--- config.mk ---
export PLATFORM = sky130hd
export DESIGN_NAME = sw_debounce
export DESIGN_NICKNAME = d
export VERILOG_FILES = /design/src/rtl/sw_debounce_pkg.sv /design/src/rtl/sw_debounce_bit.sv /design/src/rtl/sw_debounce.sv
export SDC_FILE = /design/constraint.sdc
export NUM_CORES = 1
export LEC_CHECK = 0
export BUFFER_PORTS_ARGS = -buffer_cell sky130_fd_sc_hd__buf_2
export CELL_PAD_IN_SITES_DETAIL_PLACEMENT = 1
export CELL_PAD_IN_SITES_GLOBAL_PLACEMENT = 1
export CORE_ASPECT_RATIO = 1.2
export CORE_UTILIZATION = 35
export DETAILED_ROUTE_END_ITERATION = 16
export HOLD_SLACK_MARGIN = 0.12
export PLACE_DENSITY = 0.61
export SLEW_MARGIN = 40
export SYNTH_ARGS = -nofsm -noshare
export SYNTH_HDL_FRONTEND = slang
export SYNTH_SLANG_ARGS = --single-unit
--- constraint.sdc ---
create_clock -name clk -period 4.74 [get_ports clk]
set_input_delay 0.474 -clock clk [delete_from_list [all_inputs] [get_ports clk]]
set_output_delay 0.474 -clock clk [all_outputs]
set_load 0.01 [all_outputs]
--- src/rtl/sw_debounce_pkg.sv ---
//==============================================================================
// Module  : sw_debounce_pkg
// Brief   : Shared types and default constants for the switch debouncer.
// Rev     : 1.0  initial release
//==============================================================================
`default_nettype none

package sw_debounce_pkg;

    typedef enum logic {
        S_STABLE = 1'b0,
        S_COUNT  = 1'b1
    } db_state_t;

    localparam int DB_CYCLES_DEF = 500000;
    localparam int DB_WIDTH_DEF  = 3;

endpackage : sw_debounce_pkg

`default_nettype wire

--- src/rtl/sw_debounce_bit.sv ---
//==============================================================================
// Module  : sw_debounce_bit
// Brief   : One debounce channel: 2-flop synchroniser, stability FSM, counter.
// Rev     : 1.0  initial release
//==============================================================================
`default_nettype none

module sw_debounce_bit
    import sw_debounce_pkg::*;
#(
    parameter int   DEBOUNCE_CYCLES = DB_CYCLES_DEF,
    parameter logic RESET_VAL       = 1'b0
) (
    input  logic clk,
    input  logic rst,
    input  logic i_raw,
    output logic o_level,
    output logic o_chg
);

    localparam int                c_cnt_w    = $clog2(DEBOUNCE_CYCLES);
    localparam logic [c_cnt_w-1:0] c_cnt_zero = '0;
    localparam logic [c_cnt_w-1:0] c_cnt_one  = c_cnt_w'(1);
    localparam logic [c_cnt_w-1:0] c_cnt_last = c_cnt_w'(DEBOUNCE_CYCLES - 1);

    logic               r_ff1;
    logic               r_ff2;
    db_state_t          r_state;
    logic [c_cnt_w-1:0] r_cnt;
    logic               r_level;
    logic               r_chg;

    db_state_t          w_state_next;
    logic [c_cnt_w-1:0] w_cnt_next;
    logic               w_level_next;
    logic               w_chg_next;

    always_ff @(posedge clk or posedge rst) begin
        if (rst) begin
            r_ff1 <= RESET_VAL;
            r_ff2 <= RESET_VAL;
        end else begin
            r_ff1 <= i_raw;
            r_ff2 <= r_ff1;
        end
    end

    always_ff @(posedge clk or posedge rst) begin
        if (rst) begin
            r_state <= S_STABLE;
            r_cnt   <= c_cnt_zero;
            r_level <= RESET_VAL;
            r_chg   <= 1'b0;
        end else begin
            r_state <= w_state_next;
            r_cnt   <= w_cnt_next;
            r_level <= w_level_next;
            r_chg   <= w_chg_next;
        end
    end

    // The first mismatching sample already counts as 1, so the terminal
    // count is reached on the DEBOUNCE_CYCLES-th consecutive mismatch.
    always_comb begin
        w_state_next = r_state;
        w_cnt_next   = r_cnt;
        w_level_next = r_level;
        case (r_state)
            S_STABLE: begin
                if (r_ff2 != r_level) begin
                    w_cnt_next   = c_cnt_one;
                    w_state_next = S_COUNT;
                end
            end
            S_COUNT: begin
                if (r_ff2 == r_level) begin
                    w_cnt_next   = c_cnt_zero;
                    w_state_next = S_STABLE;
                end else if (r_cnt == c_cnt_last) begin
                    w_level_next = r_ff2;
                    w_cnt_next   = c_cnt_zero;
                    w_state_next = S_STABLE;
                end else begin
                    w_cnt_next   = r_cnt + c_cnt_one;
                end
            end
            default: begin
                w_cnt_next   = c_cnt_zero;
                w_state_next = S_STABLE;
            end
        endcase
    end

    always_comb begin
        w_chg_next = w_level_next ^ r_level;
        o_level    = r_level;
        o_chg      = r_chg;
    end

endmodule : sw_debounce_bit

`default_nettype wire

--- src/rtl/sw_debounce.sv ---
//==============================================================================
// Module  : sw_debounce
// Brief   : WIDTH-channel switch debouncer with change strobe.
//           Define SW_EDGE_EN to add per-bit rise_o / fall_o strobes.
// Rev     : 1.0  initial release
//==============================================================================
`default_nettype none

module sw_debounce
    import sw_debounce_pkg::*;
#(
    parameter int               WIDTH           = DB_WIDTH_DEF,
    parameter int               DEBOUNCE_CYCLES = DB_CYCLES_DEF,
    parameter logic [WIDTH-1:0] RESET_VAL       = '0
) (
    input  logic             clk,
    input  logic             rst,
    input  logic [WIDTH-1:0] sw_raw_i,
    output logic [WIDTH-1:0] sw_o,
    output logic             chg_o
`ifdef SW_EDGE_EN
    ,
    output logic [WIDTH-1:0] rise_o,
    output logic [WIDTH-1:0] fall_o
`endif
);

    logic [WIDTH-1:0] w_chg;

    for (genvar i = 0; i < WIDTH; i++) begin : g_bit
        sw_debounce_bit #(
            .DEBOUNCE_CYCLES (DEBOUNCE_CYCLES),
            .RESET_VAL       (RESET_VAL[i])
        ) u_bit (
            .clk     (clk),
            .rst     (rst),
            .i_raw   (sw_raw_i[i]),
            .o_level (sw_o[i]),
            .o_chg   (w_chg[i])
        );
    end

    assign chg_o = |w_chg;

`ifdef SW_EDGE_EN
    // Strobe and level are registered on the same edge, so the level
    // already holds the new value while the strobe is high.
    assign rise_o = w_chg & sw_o;
    assign fall_o = w_chg & ~sw_o;
`endif

endmodule : sw_debounce

`default_nettype wire

## Yosys cells after proc, flatten, opt, wreduce, memory -nomap -nowiden

Cells that the tools add are included.

| cells by class | value |
|---|---|
| $add $sub $neg | 3 |
| eq/ne operators | 12 |
| multiplexer cells | 33 |
| bitwise logic cells | 6 |
| reduce and logical (&&, ||, !) cells | 1 |

Operators with widths:

| cell | number |
|---|---|
| 19-bit two-way mux | 9 |
| 19-bit case mux with 2 select lines | 3 |
| 19-bit by 1-bit adder with 19-bit output (second input constant) | 3 |
| 19-bit equality test (second input constant) | 3 |
| 1-bit two-way mux | 18 |
| 2-bit by 1-bit inequality test with 1-bit output (second input constant) | 3 |
| 1-bit case mux with 2 select lines | 3 |
| 1-bit equality test | 3 |
| 1-bit inequality test | 3 |
| 1-bit NOT | 3 |
| 3-bit OR reduction | 1 |
| 1-bit bitwise XOR | 3 |

| word-level totals | value |
|---|---|
| register bits after elaboration | 72 |
| bits of input ports | 5 |
| output and inout bits | 4 |
| word-level logic and storage cells | 73 |

## Depth between registers and ports, before layout

| logic depth | value |
|---|---|
| word-level depth | 5 |
| gate-level depth with buffers | 7 |
| gate-level depth less buffers | 6 |

## Modules after synthesis

A second synthesis with hierarchy kept.

| second synthesis, totals | value |
|---|---|
| cell total of the unflattened synthesis | 408 |
| area, all modules | 3887.5 µm² |

Modules (own cells, without submodules):

| module | times used | cells each | area an instance (µm²) | seq. area each (µm²) |
|---|---|---|---|---|
| sw_debounce_bit at g_bit[1].u_bit ... | 2 | 136 | 1280.0 | 600.6 |
| sw_debounce_bit at g_bit[0].u_bit | 1 | 135 | 1321.3 | 600.6 |
| sw_debounce | 1 | 1 | 6.3 | 0.0 |

## Worst setup path before layout

Ideal clock, no wire load.

| timing | value |
|---|---|
| path kind | register to register |
| start | register g_bit[0].u_bit.r_cnt[0] |
| end | register g_bit[0].u_bit.r_cnt[14] |
| library setup time | 83 ps |
| data arrival time | 1729 ps |
| required time | 4657 ps |
| setup slack | 2928 ps |
| cell stages (with the launch flop) | 7 |
| buffers on the path | 0 |
| period minus slack after synthesis | 1812 ps |
| cell sequence | dfrtp_1 ha_1 nand4_2 nor3_1 nand3_1 or3_1 o21ai_0 |

| between the ends | value |
|---|---|
| longest elaborated chain between the ends | 4 |
| elaborated cells on any way between the ends | 5 |
| those cells by class | add/sub: 1; eq/ne: 1; mux: 3 |

Ends and longest elaborated chain:

| what | line | source |
|---|---|---|
| start, declared | sw_debounce_bit.sv:29 | `logic [c_cnt_w-1:0] r_cnt;` |
| start signal, assigned | sw_debounce_bit.sv:51 | `r_cnt <= c_cnt_zero;` |
| start signal, assigned | sw_debounce_bit.sv:56 | `r_cnt <= w_cnt_next;` |
| 19-bit by 1-bit adder with 19-bit output / 19-bit equality test (equally long branches) | sw_debounce_bit.sv:84, sw_debounce_bit.sv:79 |  |
| 19-bit two-way mux * | sw_debounce_bit.sv:79 | `end else if (r_cnt == c_cnt_last) begin` |
| 19-bit two-way mux * | sw_debounce_bit.sv:76 | `if (r_ff2 == r_level) begin` |
| 19-bit case mux with 2 select lines * | sw_debounce_bit.sv:68 | `case (r_state)` |

Every way passes the cells marked *; elsewhere a longest branch is shown, timed or not.
A chain may end at the register's enable or synchronous reset.

## Worst setup path in the final report

| timing | value |
|---|---|
| start | register g_bit[0].u_bit.r_cnt[0] |
| end | register g_bit[0].u_bit.r_cnt[18] |

Same word-level chain as after synthesis.

==> metrics.txt <==
status=complete, but fails checks; failing checks=DRC; GRT Util Overall=0.188; final slew viol count=0; CTS tree=done; Initial DRC Count=73; Top Family by Delay on Critical Path=simple AND/OR/NAND/NOR gates; commonest non-fill, non-tap cell in the layout=dfrtp_1; CP max FO=9; post-synthesis simple-gate area fraction=0.274; Clock Sinks=72; hpwl dp=6750 um; Clock Tree Buf Depth=2; # hold bufs at CTS=0; post-synthesis sequential area ratio=0.466; Max IR drop VDD=0.174 mV; Finished Layout Cells=563; Slowest-stage cell, CP=nor3_1; Tightest Pin Transition=0.802 ns; # rows=41; cts repair resizes=0; pwr/cell area=310 nW/um^2; share of cells above drive strength 1=0.0899; 1st-pass router iterations=10; clock transition time at the flip-flop clock pins of the worst setup and hold paths=0.05 ns; via count=3191; Synth Area in Adders=0.00970; Hold/Removal Path Class=input pin to async pin; Synth Area in Compound Gates=0.169; skew final=0.00723 ns; Worst EP arrival=2.50 ns; type of origin of the critical path=flip-flop; largest family of logic cells by synthesized area=simple AND/OR/NAND/NOR gates; largest net degree at the start of global routing=44; Avg Inst Size Synth=9.00 um^2; synthesized instance count=430; multiplexer share of the synthesized area=0.0142; Post-Synth XOR/XNOR Area=0.0204; Max Fclk=443 MHz; drt drc=1; leak pwr=1.80 nW; Hold Slack=0.210 ns; worst path bufs/invs=0; Area growth, synth to finish=9.83%; setup TNS=0 ns; flop2flop setup slack=2.48 ns; synth warn=0; RSZ-0062 raised after global routing=false; setup bufs post-CTS=0; Yosys reg bits=72; initial antenna violation count=0; Top Ports=9; Max H-tree Level=3; Die Span Y=117 um; minimum clock period=2.26 ns; Max-Cap Viols=0; Crit Path Category=flip-flop to flip-flop; largest stage delay on the critical path=0.57 ns; die extent in x=98.0 um; Data required, critical path=4.98 ns; Crit. End Element=flip-flop; core area=10600 um^2; worst skew pair latency=0.33 ns; diode count=0; placed cells=551; Root Driver=clkbuf_16; port bufs=8; GPL Wtd Cong=0.791; Post-Syn Nets=438; antenna viol nets, final=0; worst path cell trace=ha_1, nand4_2, nor3_1, nand3_1, or3_1, o21ai_0; final setup fails=0; Routed Wire Length=9630 um; relative slew slack=0.463; vias in the first global route=3444; commonest cells after routing, fill and taps aside=dfrtp_1, nand2_1, o21ai_0; global-route wire length before repair=17100 um; DR vias/cell=5.67; post-synthesis cell area=3870 um^2; Starting Density=0.364; Distinct cells, synth=51; wire length per cell=17.1 um; GR Overflow Total=0; full die area=11500 um^2; final-report hold violation count=0; total CTS buffers=9; Final nets=441; Period Utilization, post-route=0.477
==> cells in the mapped netlist, drive strengths merged <==
cell | n | area share
nor3 | 12 | 0.016
nand3 | 32 | 0.041
a22o | 10 | 0.023
buf | 10 | 0.017
nand4 | 19 | 0.032
dfrtp | 72 | 0.47
a21o | 15 | 0.029
nor2 | 31 | 0.030
xor2 | 5 | 0.011
nor4b | 3 | 0.0068
o22ai | 3 | 0.0049
and4bb | 1 | 0.0032
or4 | 2 | 0.0039
o21bai | 4 | 0.0078
nor3b | 1 | 0.0019
nand2 | 39 | 0.038
or3 | 17 | 0.027
inv | 22 | 0.021
nor2b | 1 | 0.0016
o2111ai | 1 | 0.0023
o21ai | 35 | 0.045
xnor2 | 4 | 0.0091
and4 | 5 | 0.011
ha | 3 | 0.0097
mux2i | 1 | 0.0026
nand2b | 3 | 0.0049
o211ai | 1 | 0.0019
a221o | 2 | 0.0052
o21a | 1 | 0.0019
a31oi | 2 | 0.0032
and2 | 5 | 0.0081
a21oi | 22 | 0.028
nor4 | 14 | 0.024
clkbuf | 8 | 0.0087
and3 | 8 | 0.013
or2 | 5 | 0.0081
nand3b | 1 | 0.0019
o31ai | 3 | 0.0094
o31a | 1 | 0.0023
o311ai | 2 | 0.0045
mux2 | 4 | 0.012
==> kinds of logic after synthesis <==
logic type,after synthesis
buffers and inverters,40
multiplexers,5
XOR/XNOR,9
AND/OR/NAND/NOR,199
flip-flops,72
adder cells (fa/ha/maj),3
AO/OA/AOI/OAI,102
==> flip-flops by register name, summed over array words and instances (netlist names) <==
| name | count |
|---|---|
| g_bit.u_bit.o_level | 3 |
| g_bit.u_bit.r_ff1 | 3 |
| g_bit.u_bit.r_ff2 | 3 |
| g_bit.u_bit.o_chg | 3 |
| g_bit.u_bit.r_state | 3 |
| g_bit.u_bit.r_cnt | 57 |
==> worst paths after layout <==
check | from | to | depth (start not counted)
setup / recovery | g_bit[0].u_bit.r_cnt[0]$_DFFE_PP0P_ | g_bit[0].u_bit.r_cnt[18]$_DFFE_PP0P_ | 6
hold / removal | rst | g_bit[2].u_bit.r_cnt[6]$_DFFE_PP0P_ | 2
setup reg to reg | g_bit[0].u_bit.r_cnt[0]$_DFFE_PP0P_ | g_bit[0].u_bit.r_cnt[18]$_DFFE_PP0P_ | 6
hold reg to reg | g_bit[1].u_bit.r_ff1$_DFF_PP0_ | g_bit[1].u_bit.r_ff2$_DFF_PP0_ | 0
max in group asynchronous | rst | g_bit[1].u_bit.r_cnt[8]$_DFFE_PP0P_ | 3
min in group clk | sw_raw_i[0] | g_bit[0].u_bit.r_ff1$_DFF_PP0_ | 1
==> per-stage QoR <==
| stage | utilization | total power [mW] | area (um^2) | worst slack (ns) |
|---|---|---|---|---|
| 2_1_floorplan | - | 0.706 | 3870 | 2.44 |
| 3_3_place_gp | 0.375 | 0.727 | 3990 | 2.43 |
| 3_5_place_dp | 0.377 | 0.731 | 4000 | 2.48 |
| 4_1_cts | 0.400 | 1.34 | 4250 | 2.46 |
| 5_1_grt | 0.400 | 1.37 | 4250 | 2.27 |
| 6_report | 0.400 | 1.32 | 4250 | 2.48 |
==> final cells by class <==
class                           instances  area (um^2)
Sequential cell                        72         1800
Clock inverter                          2         10.0
Timing Repair Buffer                   10         55.1
Tap cell                              129          161
Clock buffer                           10          239
Inverter                               22         85.1
Fill cell                            1226         6370
Multi-Input combinational cell        318         1900
==> power by group <==
part / switching (mW) / internal [mW] / leakage, nW
combinational: 0.0544 / 0.0237 / 0.701
sequential: 0.0128 / 0.627 / 0.976
clock: 0.244 / 0.355 / 0.126
==> routing by layer <==
| layer | GRT usage | share of wire | up-vias |
|---|---|---|---|
| met4 | 0.0768 | 0.015 | 0 |
| met2 | 0.334 | 0.50 | 14 |
| met1 | 0.234 | 0.48 | 1594 |
| li1 | - | - | 1574 |
| met5 | 0 | 0 | - |
| met3 | 0.0214 | 0.011 | 9 |
Note: power is estimated with default switching activity, not from simulation.
